File: src/rtl/ir.sv
// Instruction register: captures ir_in on ld, holds it for the decoder.
// Also exposes opcode/operand slices and a sticky valid flag.
//
// Ports:
//   clk      rising-edge clock
//   reset    asynchronous active-low reset
//   ld       load enable, sampled on rising clk
//   ir_in    instruction byte from the memory data bus
//   ir_out   registered instruction
//   opcode   upper OPC_W bits of ir_out
//   operand  lower WIDTH-OPC_W bits of ir_out
//   ir_valid set by the first load after reset
module ir #(
  parameter int unsigned WIDTH = 8,
  parameter int unsigned OPC_W = 4,
  parameter logic [WIDTH-1:0] RST_VAL = '0
) (
  input  logic                   clk,
  input  logic                   reset,
  input  logic                   ld,
  input  logic [WIDTH-1:0]       ir_in,
  output logic [WIDTH-1:0]       ir_out,
  output logic [OPC_W-1:0]       opcode,
  output logic [WIDTH-OPC_W-1:0] operand,
  output logic                   ir_valid
);

  generate
    if (OPC_W < 1 || OPC_W >= WIDTH) begin : g_bad_opc_w
      $error("ir: OPC_W must be in 1..WIDTH-1");
    end
  endgenerate

  logic [WIDTH-1:0] r_ir;
  logic             r_valid;

  always_ff @(posedge clk or negedge reset) begin
    if (!reset) begin
      r_ir    <= RST_VAL;
      r_valid <= 1'b0;
    end else if (ld) begin
      r_ir    <= ir_in;
      r_valid <= 1'b1;
    end
  end

  assign ir_out   = r_ir;
  assign ir_valid = r_valid;
  assign opcode   = r_ir[WIDTH-1 -: OPC_W];
  assign operand  = r_ir[WIDTH-OPC_W-1:0];

endmodule

File: config.mk
export PLATFORM = sky130hd
export DESIGN_NAME = ir
export DESIGN_NICKNAME = d
export VERILOG_FILES = /design/src/rtl/ir.sv
export SDC_FILE = /design/constraint.sdc
export NUM_CORES = 1
export LEC_CHECK = 0
export ABC_AREA = 0
export BUFFER_PORTS_ARGS = -buffer_cell sky130_fd_sc_hd__buf_2
export CORE_ASPECT_RATIO = 1.2
export CORE_MARGIN = 3
export CORE_UTILIZATION = 27
export DETAILED_ROUTE_END_ITERATION = 10
export GPL_ROUTABILITY_DRIVEN = 0
export GPL_TIMING_DRIVEN = 0
export PLACE_DENSITY_LB_ADDON = 0.1
export SETUP_SLACK_MARGIN = 0.1
export SLEW_MARGIN = 10
export SYNTH_ARGS = -nofsm -noshare
export SYNTH_HDL_FRONTEND = slang
export SYNTH_SLANG_ARGS = --single-unit
File: constraint.sdc
create_clock -name clk -period 1 [get_ports clk]
set_input_delay 0.1 -clock clk [delete_from_list [all_inputs] [get_ports clk]]
set_output_delay 0.1 -clock clk [all_outputs]
set_load 0.005 [all_outputs]
==> impl_metrics.yaml <==
setup_path:
  ff2ff_setup_slack_ns: 0.09
  crit_top_cell: "buf_6"
  cp_top_family: "flip-flops"
  reg2reg_from: "ir_out[3]"
  worstPathMaxFanout: 3
  critPathArrivalTime_ns: 0.88
  critPathMaxStageDelay_ns: 0.40
  critPathLaunch: "ir_out[1]"
  crit_path_cell_trace: "buf_6 > buf_6"
  reg2reg_depth: 2
  start_kind: "flip-flop"
  cp-end-kind: "output pin"
  critPathRequiredTime_ns: 0.90
  critPathKind: "flip-flop to output pin"
  cpMaxStageDelayCell: "dfrtp_1"
  rr_endpoint: "ir_out[3]"
  path_buf_inv: 2
logic_synthesis:
  netlist_instances: 27
  avgSynthCellArea_um2: 15.66
  synthTopCellsByArea: "dfrtp_1 (53%), mux2_4 (28%), buf_4 (14%)"
  synthesis.area_um2: 422.9
  ys_ff_latch: 9
  synth_common_cells: "dfrtp_1 (9), buf_4 (8), mux2_4 (8)"
  syn-num-nets: 38
  synth_xor_xnor_area_share: 0
  yosys_most_used_dff: "dfrtp_1"
  synth_top_family_by_area: "multiplexers"
  synth_adder_area_share: 0
  synth_compound_area_frac: 0
  async_reset_ff_frac: 1.000
  yosys.area_share.simple: 0.01479
  synth_top_area_share: 0.5325
  synth_most_common_cell: "dfrtp_1"
  synth-seq-area-share: 0.5325
  synth_mux_area_frac: 0.2840
  yosysWarnings: 0
  synth_edf_count: 0
  synth_area_leader_cell: "dfrtp_1"
  yosys.cell_types.count: 5
timing:
  fin_skew_ns: 0
  final-hold-violation-count: 0
  rsz0062_at_grt: "true"
  period_needed_ns: 0.9844
  timing.slew.headroom: 0.8596
  fin_crit_sh: 0.9844
  slew_violations: 0
  worstMarginPinSlew_ns: 0.2106
  max_freq_ghz: 1.016
  setup_viol: 0
finish:
  area_delta_synth_final_pct: 72.19
  drive_gt1_frac: 0.8095
  multi_input_area_um2: 126.4
  final_nets: 75
  fin_util: 0.4974
  seqCellArea_um2: 225.2
  fillCellCount: 141
  num_antenna_cells: 0
  final_cells: 80
global_routing:
  grt_pass1_wl_mm: 1.552
  antenna_found_initial: 0
  gr-total-overflow: 0
  grt_max_degree: 10
  grt_usage: 0.1017
  grt_pass1_vias: 361
flow_run:
  drv_cap: 0
die:
  core_um2: 1464
  rows: 15
  die_h_um: 49.36
  initial_core_util: 0.2889
  die_width_um: 42.13
  dieArea_um2: 2079
  ios: 28
place:
  dp.cells: 70
  io_buffers: 26
  place_hpwl_um: 609.4
route:
  viasPerCell: 4.125
  route.vias.total: 330
  drt-total-wl_um: 860
  ant_nets: 0
  wire_per_inst_um: 10.75
  drc: 0
  first_pass_iters: 2
  drt_iter0_markers: 2
min_path:
  hold_class: "input port to flip-flop"
  worstHoldStart: "ir_in[1]"
  hold_path_end: "ir_out[1]"
  hold_depth: 2
clock_network:
  cts_buffer_depth: 2
  cts_root_buf: "clkbuf_4"
  clkTransAtPathRegs_ns: 0.06
  numCtsBuffers: 3
  cts_num_sinks: 9
  cts_tree: "yes"
  clk_latency_ns: 0.26
  htree_num_levels: 1
power:
  totalPowerFinal_mw: 1.008
  intPower_mw: 0.7752
  pwr_density_cell_nw_per_um2: 1385
  pwr-share-seq: 0.423
  p_sw_frac: 0.2311
  p_leak_nw: 0.3842
  pwr-share-clk: 0.276
  comb_power_share: 0.301
  power.switching_mw: 0.2330
  ir_drop_uv: 648.8
run_status:
  status: "finished, final reports clean"
==> registers in the layout, summed over array words and instances, names as in the netlist <==
| register | cells |
|---|---|
| ir_valid | 1 |
| ir_out | 8 |
==> power groups by stage <==
| stage | Sequential, mW | Clock (mW) | Combinational, mW |
|---|---|---|---|
| 4_1_cts | 0.427 | 0.295 | 0.301 |
| 2_1_floorplan | 0.429 | 0 | 0.114 |
| 5_1_grt | 0.432 | 0.321 | 0.325 |
| 3_3_place_gp | 0.427 | 0 | 0.209 |
| 6_report | 0.426 | 0.279 | 0.303 |
| 3_5_place_dp | 0.428 | 0 | 0.209 |
==> area by class of cell <==
type	count	share of cell area
timing repair buffer	32	0.3127
multi-input combinational	9	0.1735
sequential	9	0.3093
tap	17	0.02921
buffer	9	0.1392
clock buffer	4	0.03608
==> per-layer routing <==
metal	GRT usage	vias up	share of wire
met4	0.06218	0	0.0058
li1	-	155	-
met3	0.03690	2	0.091
met1	0.1043	156	0.37
met2	0.1727	17	0.53
met5	0	-	0
==> timing repair <==
item / CTS / global route
buffers inserted: 4 / 1
endpoints found under the setup margin: 9 / 21
hold endpoints to repair: 9 / 0
hold buffers: 1 / 0
resized for setup: 16 / 0
==> metrics by stage <==
| stage | hold slack, ns | setup slack (ns) | instance area (um2) | setup TNS (ns) |
|---|---|---|---|---|
| after floorplan | -0.1956 | 0.2358 | 422.9 | 0 |
| after global placement | -0.03213 | 0.2282 | 574.3 | 0 |
| after detailed placement | -0.03205 | 0.2317 | 574.3 | 0 |
| after CTS | 0.05955 | -0.002002 | 720.7 | -0.002002 |
| after global routing | 0.05875 | -0.02752 | 728.2 | -0.1704 |
| final | 0.07032 | 0.01565 | 728.2 | 0 |
==> layout by cell type (no fill, tap or decap) <==
cell,n
clkbuf_1,1
buf_6,17
buf_2,18
or2_1,1
buf_4,5
dfrtp_1,9
clkbuf_4,3
mux2_4,8
dlygate4sd3_1,1
==> worst reg2reg max path, stage by stage, from the launching register on <==
cell	delay, ns
dfrtp_1	0.40
buf_4	0.14
mux2_4	0.26
==> how the worst max path moves through the flow <==
| stage | slack, ns | end | cells past startpoint |
|---|---|---|---|
| floorplan | 0.24 | ir_out[0] | 1 |
| global placement | 0.23 | ir_out[1] | 1 |
| detailed placement | 0.23 | ir_out[7] | 1 |
| CTS | -0.002 | operand[1] | 2 |
| global route | -0.03 | operand[1] | 2 |
| finish | 0.02 | operand[1] | 2 |
==> logic make-up (layout without fill, tap and decap cells) <==
group | after synthesis | after routing
and+or+nand+nor | 1 | 1
muxes | 8 | 8
DFF | 9 | 9
buffers and inverters | 9 | 45
Note: power is estimated with default switching activity, not from simulation.
